### src/rtl/regacc_arb.sv
// Round-robin arbiter sharing one single-port register bank between I2C slave strobes and MCU.
// Optional I2C write protection is built when REGACC_ARB_WPROT_EN is defined.
module regacc_arb #(
    parameter int unsigned    AW    = 8,
    parameter int unsigned    DW    = 8,
    parameter logic [AW-1:0]  WP_LO = 8'hF0,
    parameter logic [AW-1:0]  WP_HI = 8'hFF
) (
    input  logic          i_clk,
    input  logic          i_rstz,
    input  logic          i_i2c_we,
    input  logic          i_i2c_re,
    input  logic          i_i2c_r_early,
    input  logic [AW-1:0] i_i2c_ofs,
    input  logic [DW-1:0] i_i2c_wdat,
    output logic          o_rd_mem,
    output logic [DW-1:0] o_rdat,
    input  logic          i_mcu_req,
    input  logic          i_mcu_wr,
    input  logic [AW-1:0] i_mcu_adr,
    input  logic [DW-1:0] i_mcu_wdat,
    output logic          o_mcu_ack,
    output logic [DW-1:0] o_mcu_rdat,
    input  logic          i_wp,
    output logic          o_wp_hit,
    output logic          o_mem_ce,
    output logic          o_mem_we,
    output logic [AW-1:0] o_mem_adr,
    output logic [DW-1:0] o_mem_wdat,
    input  logic [DW-1:0] i_mem_rdat,
    output logic          o_ovf,
    output logic          o_busy
);

    localparam logic [1:0] StIdle  = 2'd0;
    localparam logic [1:0] StRdI2c = 2'd1;
    localparam logic [1:0] StRdMcu = 2'd2;

    logic [1:0]    state_q, state_d;
    logic          slot_vld_q, slot_vld_d;
    logic          slot_wr_q, slot_wr_d;
    logic [AW-1:0] slot_adr_q, slot_adr_d;
    logic [DW-1:0] slot_wdat_q, slot_wdat_d;
    logic          last_mcu_q, last_mcu_d;
    logic          ack_q, ack_d;
    logic          rd_mem_q, rd_mem_d;
    logic          wp_hit_q, wp_hit_d;
    logic          ovf_q, ovf_d;
    logic [DW-1:0] rdat_q, mcu_rdat_q;

    logic i2c_elig, mcu_elig, tie, gnt_i2c, gnt_mcu;
    logic wp_match, wp_block;
    logic strobe_rd, strobe, slot_free;

    // The ack cycle never regrants the MCU, so a held request is not served twice.
    assign i2c_elig = (state_q == StIdle) && slot_vld_q;
    assign mcu_elig = (state_q == StIdle) && i_mcu_req && !ack_q;
    assign tie      = i2c_elig && mcu_elig;
    assign gnt_i2c  = i2c_elig && (!mcu_elig || last_mcu_q);
    assign gnt_mcu  = mcu_elig && !gnt_i2c;
    assign wp_block = gnt_i2c && slot_wr_q && wp_match;

`ifdef REGACC_ARB_WPROT_EN
    assign wp_match = i_wp && ({1'b0, slot_adr_q} >= {1'b0, WP_LO})
                           && ({1'b0, slot_adr_q} <= {1'b0, WP_HI});
    assign o_wp_hit = wp_hit_q;
`else
    logic unused_wp;
    assign wp_match  = 1'b0;
    assign o_wp_hit  = 1'b0;
    assign unused_wp = ^{i_wp, WP_LO, WP_HI, wp_hit_q};
`endif

    always_comb begin
        state_d    = state_q;
        o_mem_ce   = 1'b0;
        o_mem_we   = 1'b0;
        o_mem_adr  = '0;
        o_mem_wdat = '0;
        case (state_q)
            StIdle: begin
                if (gnt_i2c) begin
                    if (!wp_block) begin
                        o_mem_ce   = 1'b1;
                        o_mem_we   = slot_wr_q;
                        o_mem_adr  = slot_adr_q;
                        o_mem_wdat = slot_wr_q ? slot_wdat_q : '0;
                    end
                    if (!slot_wr_q) state_d = StRdI2c;
                end else if (gnt_mcu) begin
                    o_mem_ce   = 1'b1;
                    o_mem_we   = i_mcu_wr;
                    o_mem_adr  = i_mcu_adr;
                    o_mem_wdat = i_mcu_wr ? i_mcu_wdat : '0;
                    if (!i_mcu_wr) state_d = StRdMcu;
                end
            end
            default: state_d = StIdle;
        endcase
    end

    assign strobe_rd = i_i2c_re | i_i2c_r_early;
    assign strobe    = i_i2c_we | strobe_rd;
    assign slot_free = !slot_vld_q || gnt_i2c;

    always_comb begin
        slot_vld_d  = slot_vld_q && !gnt_i2c;
        slot_wr_d   = slot_wr_q;
        slot_adr_d  = slot_adr_q;
        slot_wdat_d = slot_wdat_q;
        if (strobe && slot_free) begin
            slot_vld_d = 1'b1;
            slot_wr_d  = i_i2c_we;
            slot_adr_d = i_i2c_ofs;
            if (i_i2c_we) slot_wdat_d = i_i2c_wdat;
        end
        // Write wins a simultaneous write/read strobe; the read counts as lost.
        ovf_d      = ovf_q | (strobe && !slot_free) | (i_i2c_we && strobe_rd);
        last_mcu_d = tie ? gnt_mcu : last_mcu_q;
        ack_d      = (gnt_mcu && i_mcu_wr) || (state_q == StRdMcu);
        rd_mem_d   = (state_q == StRdI2c);
        wp_hit_d   = wp_block;
    end

    always_ff @(posedge i_clk or negedge i_rstz) begin
        if (!i_rstz) begin
            state_q     <= StIdle;
            slot_vld_q  <= 1'b0;
            slot_wr_q   <= 1'b0;
            slot_adr_q  <= '0;
            slot_wdat_q <= '0;
            last_mcu_q  <= 1'b1;
            ack_q       <= 1'b0;
            rd_mem_q    <= 1'b0;
            wp_hit_q    <= 1'b0;
            ovf_q       <= 1'b0;
            rdat_q      <= '0;
            mcu_rdat_q  <= '0;
        end else begin
            state_q     <= state_d;
            slot_vld_q  <= slot_vld_d;
            slot_wr_q   <= slot_wr_d;
            slot_adr_q  <= slot_adr_d;
            slot_wdat_q <= slot_wdat_d;
            last_mcu_q  <= last_mcu_d;
            ack_q       <= ack_d;
            rd_mem_q    <= rd_mem_d;
            wp_hit_q    <= wp_hit_d;
            ovf_q       <= ovf_d;
            if (state_q == StRdI2c) rdat_q <= i_mem_rdat;
            if (state_q == StRdMcu) mcu_rdat_q <= i_mem_rdat;
        end
    end

    assign o_rd_mem   = rd_mem_q;
    assign o_rdat     = rdat_q;
    assign o_mcu_ack  = ack_q;
    assign o_mcu_rdat = mcu_rdat_q;
    assign o_ovf      = ovf_q;
    assign o_busy     = (state_q != StIdle) || slot_vld_q || i_mcu_req;

endmodule
### config.mk
export PLATFORM = sky130hd
export DESIGN_NAME = regacc_arb
export DESIGN_NICKNAME = d
export VERILOG_FILES = /design/src/rtl/regacc_arb.sv
export SDC_FILE = /design/constraint.sdc
export NUM_CORES = 1
export LEC_CHECK = 0
export CAP_MARGIN = 20
export CELL_PAD_IN_SITES_DETAIL_PLACEMENT = 0
export CELL_PAD_IN_SITES_GLOBAL_PLACEMENT = 1
export CORE_ASPECT_RATIO = 0.9
export CORE_MARGIN = 2
export CORE_UTILIZATION = 29
export DETAILED_ROUTE_END_ITERATION = 12
export MAX_ROUTING_LAYER = met4
export PLACE_DENSITY = 0.75
export SLEW_MARGIN = 20
export SYNTH_ARGS = -nofsm -noshare
export SYNTH_HDL_FRONTEND = slang
export SYNTH_SLANG_ARGS = --single-unit
### constraint.sdc
create_clock -name i_clk -period 1.5 [get_ports i_clk]
set_input_delay 0.225 -clock i_clk [delete_from_list [all_inputs] [get_ports i_clk]]
set_output_delay 0.225 -clock i_clk [all_outputs]
set_load 0.005 [all_outputs]
* Word-level counts from Yosys, hierarchy flattened
Index checks and enable logic that the tools add are counted.
** Cells by class
- Eq/ne operators :: 5
- Reductions and logical operators :: 25
- Muxes and demuxes :: 20
- Bitwise logic cells :: 4
** Operators with widths (count)
- $mux W8 :: 8
- $logic_and A1 B1 Y1 :: 11
- $mux W2 :: 5
- $ne A3 B3 Y1 const B :: 3
- $mux W1 :: 7
- $logic_not A1 Y1 :: 5
- $logic_or A1 B1 Y1 :: 5
- $or A1 B1 Y1 :: 4
- $reduce_and A3 Y1 :: 1
- $eq A2 B1 Y1 const B :: 1
- $eq A2 B2 Y1 const B :: 1
- $logic_not A2 Y1 :: 1
- $reduce_and A2 Y1 :: 1
- $reduce_bool A2 Y1 :: 1
** Word-level totals
- Output and inout bits :: 39
- Register bits after elaboration :: 40

* Longest topological paths before layout
Gate-level depths: netlist of the first run.
- Word-level depth :: 11
- Mapped depth :: 5
- Depth with buffers taken out :: 3

* Worst setup path after synthesis of the first run
OpenSTA, ideal clock, no wires.
- Kind :: register -> output
- Start point :: register ack_q, in the netlist o_mcu_ack
- End point :: output o_mem_wdat[5]
- Stages on the path, launching flop included :: 4
- Arrival time :: 1.326 ns
- Path buffers :: 0
- Slack :: -0.051 ns
- Cells stage by stage :: dfrtp_1 nand2b_1 a2111oi_4 a32o_1
** Between the ends
- Word-level cells in the longest chain between the ends :: 10
** RTL lines
- start: declaration :: line 45 : logic ack_q, ack_d;
- start signal: assignment :: line 146 : ack_q <= ack_d;
- $logic_not A1 Y1 (*) :: line 57 : assign mcu_elig = (state_q == StIdle) && i_mcu_req && !ack_q;
- $logic_and A1 B1 Y1 (*) :: line 57
- $logic_not A1 Y1 :: line 59 : assign gnt_i2c = i2c_elig && (!mcu_elig || last_mcu_q);
- $logic_or A1 B1 Y1 :: line 59
- $logic_and A1 B1 Y1 :: line 59
- $logic_not A1 Y1 :: line 60 : assign gnt_mcu = mcu_elig && !gnt_i2c;
- $logic_and A1 B1 Y1 :: line 60
- $mux W8 :: line 90 : end else if (gnt_mcu) begin
- $mux W8 (*) :: line 82 : if (gnt_i2c) begin
- $mux W8 (*) :: line 80 : case (state_q)
- end: declaration :: line 29 : output logic [DW-1:0] o_mem_wdat,
Every way passes the cells marked *; elsewhere a longest branch is shown, timed or not.

* Final worst setup path of the first run
- Start point :: register last_mcu_q
- End point :: output o_mem_wdat[0]
** Between the ends
- Word-level cells in the longest chain between the ends :: 7
** RTL lines
- start: declaration :: line 44 : logic last_mcu_q, last_mcu_d;
- start signal: assignment :: line 145 : last_mcu_q <= last_mcu_d;
- $logic_or A1 B1 Y1 (*) :: line 59
- $logic_and A1 B1 Y1 (*) :: line 59
- $logic_not A1 Y1 :: line 60
- $logic_and A1 B1 Y1 :: line 60
- $mux W8 :: line 90
- $mux W8 (*) :: line 82
- $mux W8 (*) :: line 80
Marks and branches as above.

==> results of run 1 <==
logic make-up after synthesis:
kind of cell	Yosys count	share of synthesized area, %
flops	40	52.0
mux	32	21.8
compound gates	26	13.3
simple gates	17	9.10
buf+inv	10	3.12
xor+xnor	1	0.455
other cells	1	0.195
layout make-up:
type                    count  share of cell area (%)
multi-input cells          78                    27.2
flip-flops and latches     40                    28.9
clock buffers               6                    2.09
well taps                  90                    3.25
inverters                   3                   0.325
repair buffers            139                    37.2
clock inverters             2                    1.01
cells in the mapped netlist (2+ instances only):
| master | count |
|---|---|
| a21oi_1 | 2 |
| a22o_1 | 9 |
| a32o_2 | 7 |
| buf_2 | 3 |
| buf_6 | 2 |
| dfrtp_1 | 39 |
| inv_1 | 3 |
| mux2_1 | 12 |
| mux2_2 | 4 |
| mux2_4 | 16 |
| nand2b_1 | 3 |
| nand3_4 | 2 |
| or2_1 | 2 |
| or3_1 | 3 |
state kept, by name, indices dropped and copies added, names as in the netlist:
register,count
slot_vld_q,1
o_rd_mem,1
o_mcu_rdat,8
o_ovf,1
o_rdat,8
slot_wr_q,1
state_q,2
slot_adr_q,8
slot_wdat_q,8
last_mcu_q,1
o_mcu_ack,1
report_power, final:
group,leakage (uW),switching [uW],internal (uW),total (uW)
Clock,0.0000552,381,494,875
Sequential,0.000470,304,1600,1900
Combinational,0.00111,1250,2540,3790
Total,0.00163,1930,4630,6570
routing by layer:
| metal | global-route usage, % | wire length (um) |
|---|---|---|
| met1 | 19.6 | 2450 |
| met2 | 21.1 | 2390 |
| met3 | 3.25 | 228 |
| met4 | 4.62 | 54 |
| met5 | - | 0 |
critical path, cell delays in order (launching register included):
cell and delay, ps:
dfstp_2 390, buf_6 120, buf_6 110, a2111oi_4 360, buf_4 200, buf_6 90, buf_6 70, a32o_2 100
buf_2 100
worst min-delay path by stage:
| stage | from | endpoint | slack, ps | cells after the start |
|---|---|---|---|---|
| finish | i_rstz | o_mcu_rdat[4] | 390 | 2 |
| global route | i_rstz | o_mcu_rdat[4] | 430 | 2 |
| CTS | i_rstz | o_mcu_rdat[4] | 400 | 2 |
| detailed placement | i_rstz | o_rdat[3] | 160 | 1 |
| global placement | i_rstz | o_rdat[3] | 170 | 1 |
| floorplan | i_rstz | o_mcu_ack | -70 | 0 |
metrics by stage:
step	area, sq um	hold slack (ps)	total power (uW)	setup WS [ps]	cells
6_report	3470	390	6570	-571	358
5_1_grt	3470	426	7010	-681	358
4_1_cts	3340	396	6320	-720	351
3_5_place_dp	3010	163	5030	-941	316
3_3_place_gp	3010	170	5010	-958	316
2_1_floorplan	1930	-70.6	3470	-49.2	127
timing repair:
action | CTS | global route
cloned | 1 | 1
buffers inserted | 25 | 10
endpoints found under the hold margin | 14 | 0
resized for setup | 99 | 16
pin swaps | 16 | 11
endpoints found under the setup margin | 37 | 44
hold buffers | 1 | 0
==> impl_metrics.toml, run 1 <==
[yosys]
synth-seq-cells = 40
synth_area_sq_mm = 0.00193
synth_ff_type = "dfrtp_1"
yosysSeqAreaShare_pct = 52.0
synth_area_per_cell_sq_um = 15.2
synthCells = 127
async_reset_ff_share_pct = 100
synth_edf_count = 0
ys_top_cells_by_area = "dfrtp_1 (51%), mux2_4 (12%), mux2_1 (7.0%)"
yosys.area.top_type = "dfrtp_1"
synth_nets = 175
netlist-cell-type-count = 34
ys_warn_count = 0
yosys.area.top_type_share_pct = 50.7

[drt]
routed_wl_um = 5120
drt-pass1-iter-count = 4
antenna_left = 0
wl_per_cell_um = 14.3
drcViolationCount = 0
drtIter0Drc = 45
routed_via_density = 4.40
dr_total_vias = 1575

[clocking]
cts.htree.levels = 2
clk_latency_ps = 290
numCtsBuffers = 5
root_buffer = "clkbuf_8"
cts_num_sinks = 40
max-clock-path-buffers = 2
tritoncts = "done"
path_clk_slew_ps = 90

[finish]
multi_input_area_sq_um = 943
ff_latch_area_sq_mm = 0.00100
nNetsFinal = 315
layout_commonest_cell = "clkdlybuf4s50_1"
fillCellCount = 599
finish.utilization_pct = 53.2
area_delta_synth_final_pct = 80.0
diodes = 0
drive_gt1_share_pct = 47.8
mostFrequentLayoutCells = "clkdlybuf4s50_1 (63), dfrtp_1 (39), buf_4 (32)"

[floorplanning]
initial_core_util_pct = 29.6
io_pins = 87
rows = 28
fp.dieH_um = 81.3
die_x_um = 89.9
die_area_sq_mm = 0.00731
core_sq_mm = 0.00652

[global_routing]
grt_use_total_pct = 14.3
grt_pass1_vias = 1513
grt_max_degree = 27
grt_overflow = 0
antenna_found_initial = 0
grt_pass1_wl_um = 7870

[setup_path]
r2r_slack_ps = -110
endpoint_kind = "output port"
timing.rr.end = "slot_wdat_q[4]"
required_ps = 1270
rr_worst_depth = 5
cp_max_fo = 3
cp_data_arrival_time_ps = 1850
crit_start = "last_mcu_q"
crit_path_start_kind = "flop"
endpoint = "o_mem_wdat[0]"
worstSetupPathType = "flop to output port"
reg2reg_from = "last_mcu_q"

[outcome]
failed_checks = "negative setup slack"
status = "finished, violations left"

[power_and_ir_drop]
ir_drop_v = 0.000720
leakage_uw = 0.00163
power_density_mw_per_mm2 = 1900

[run]
maxCapViolCount = 0

[placement]
globalplace.congestion = 0.687
hpwl_um = 3300
portBuffers = 84

[sta]
finalHoldViolations = 0
period_share_pct = 138
fin_tns_setup_ps = -10850
finClkSkew_ps = 10.1
setup_viol = 38
grt_setup_unrepaired = "yes"
setup_ws_ps = -571
max_freq_mhz = 483
layout_min_cycle_time_ps = 2070
slew_violations = 0

[worst_hold_path]
hold_class = "input pin to async pin"
Note: power is estimated with default switching activity, not from simulation.
==> run 2: changes to the inputs <==
CELL_PAD_IN_SITES_GLOBAL_PLACEMENT = 2   (was 1)
CORE_UTILIZATION = 24   (was 29)
HOLD_SLACK_MARGIN = 0.06   (was unset)
==> impl_metrics.toml, run 2 (synthesis gave the netlist of run 1 again) <==
[clocking]
max-clock-path-buffers = 2
tritoncts = "done"
root_buffer = "clkbuf_8"
numCtsBuffers = 5
clk_latency_ps = 290
cts.htree.levels = 2
path_clk_slew_ps = 80
cts_num_sinks = 40

[power_and_ir_drop]
power_uw = 5950
leakage_uw = 0.00151
ir_drop_v = 0.000692
power_density_mw_per_mm2 = 1810

[setup_path]
worstSetupPathType = "flop to output port"
r2r_slack_ps = -40
crit_path_start_kind = "flop"
endpoint_kind = "output port"
crit_start = "state_q[0]"
reg2reg_from = "state_q[0]"
cp_data_arrival_time_ps = 1840
cp_max_fo = 4
required_ps = 1270
timing.rr.end = "last_mcu_q"
endpoint = "o_mem_wdat[3]"
rr_worst_depth = 6

[floorplanning]
core_sq_mm = 0.00766
io_pins = 87
fp.dieH_um = 89.0
rows = 30
die_area_sq_mm = 0.00876
die_x_um = 98.4
initial_core_util_pct = 25.1

[worst_hold_path]
hold_class = "input pin to async pin"

[sta]
finalHoldViolations = 0
finClkSkew_ps = 8.79
layout_min_cycle_time_ps = 2060
max_freq_mhz = 485
grt_setup_unrepaired = "yes"
period_share_pct = 137
setup_ws_ps = -562
slew_violations = 0
setup_viol = 28

[global_routing]
grt_max_degree = 26
grt_pass1_vias = 1603
grt_use_total_pct = 12.2
grt_overflow = 0
antenna_found_initial = 0
grt_pass1_wl_um = 8190

[placement]
hpwl_um = 3600
portBuffers = 84
globalplace.congestion = 0.708

[drt]
antenna_left = 0
routed_wl_um = 5190
dr_total_vias = 1547
drt-pass1-iter-count = 4
drcViolationCount = 0
wl_per_cell_um = 14.8
routed_via_density = 4.41
drtIter0Drc = 38

[finish]
layout_commonest_cell = "clkdlybuf4s50_1"
finish.utilization_pct = 42.9
drive_gt1_share_pct = 43.1
diodes = 0
area_delta_synth_final_pct = 70.4
nNetsFinal = 303
mostFrequentLayoutCells = "clkdlybuf4s50_1 (63), dfrtp_1 (38), buf_4 (23)"

[outcome]
failed_checks = "negative setup slack"
status = "finished, violations left"

[run]
maxCapViolCount = 0
## run 2: cell count changes in the layout (fill, tap and decap cells not counted), moves of 2 or more
cell	change
buf_6	-2
or3_1	+2
or3_4	-2
buf_4	-9
## run 2: power breakdown
part           internal, uW  leakage [uW]  switching [uW]  total [uW]
sequential             1600      0.000468             317        1920
clock                   316     0.0000400             387         703
combinational          2170       0.00100            1160        3330
total                  4090       0.00151            1860        5950
## run 2: per-stage QoR
stage / setup TNS, ps / instance area (sq um) / hold slack (ps) / cells / setup slack (ps)
2_1_floorplan: -499 / 1930 / -70.6 / 127 / -49.2
3_3_place_gp: -21010 / 3010 / 177 / 320 / -938
3_5_place_dp: -21750 / 3010 / 176 / 320 / -975
4_1_cts: -9890 / 3220 / 410 / 347 / -650
5_1_grt: -11480 / 3280 / 432 / 351 / -652
6_report: -9100 / 3280 / 387 / 351 / -562
## run 2: routing by layer
metal | up-vias | wire length, um | share of wire [%] | track usage (%)
met5 | - | 0 | 0 | -
met4 | 0 | 38 | 0.73 | 2.62
met3 | 5 | 297 | 5.7 | 2.66
met2 | 51 | 2310 | 44 | 18.8
met1 | 754 | 2550 | 49 | 16.8
li1 | 737 | - | - | -
## run 2: how the worst min path moves through the flow
stage,start,end,slack (ps),cells after the start
2_1_floorplan,i_rstz,o_mcu_ack,-70,0
3_3_place_gp,i_rstz,o_rdat[6],180,1
3_5_place_dp,i_rstz,o_rdat[6],180,1
4_1_cts,i_rstz,o_rdat[4],410,2
5_1_grt,i_rstz,o_rdat[4],430,2
6_report,i_rstz,o_rdat[4],390,2
## run 2: cell type report
class                           count  area, sq um
Inverter                            3         11.3
Clock buffer                        5         68.8
Timing Repair Buffer              127         1160
Clock inverter                      2         12.5
Fill cell                         747         4380
Sequential cell                    40         1000
Tap cell                           96          120
Multi-Input combinational cell     78          903
## run 2: what timing repair did
item / in CTS / in global routing
gates cloned: 1 / 0
endpoints found under the hold margin: 15 / 0
gates resized for setup: 93 / 7
setup buffers: 18 / 5
hold buffers: 1 / 0
setup endpoints to repair: 36 / 38
pin swaps: 11 / 8
## run 2: worst max-delay path, stage by stage (launching register included)
cell	delay [ps]
dfrtp_1	390
or2_4	260
buf_6	130
a2111oi_4	200
buf_4	180
buf_6	100
buf_6	80
a32o_2	100
buf_2	100
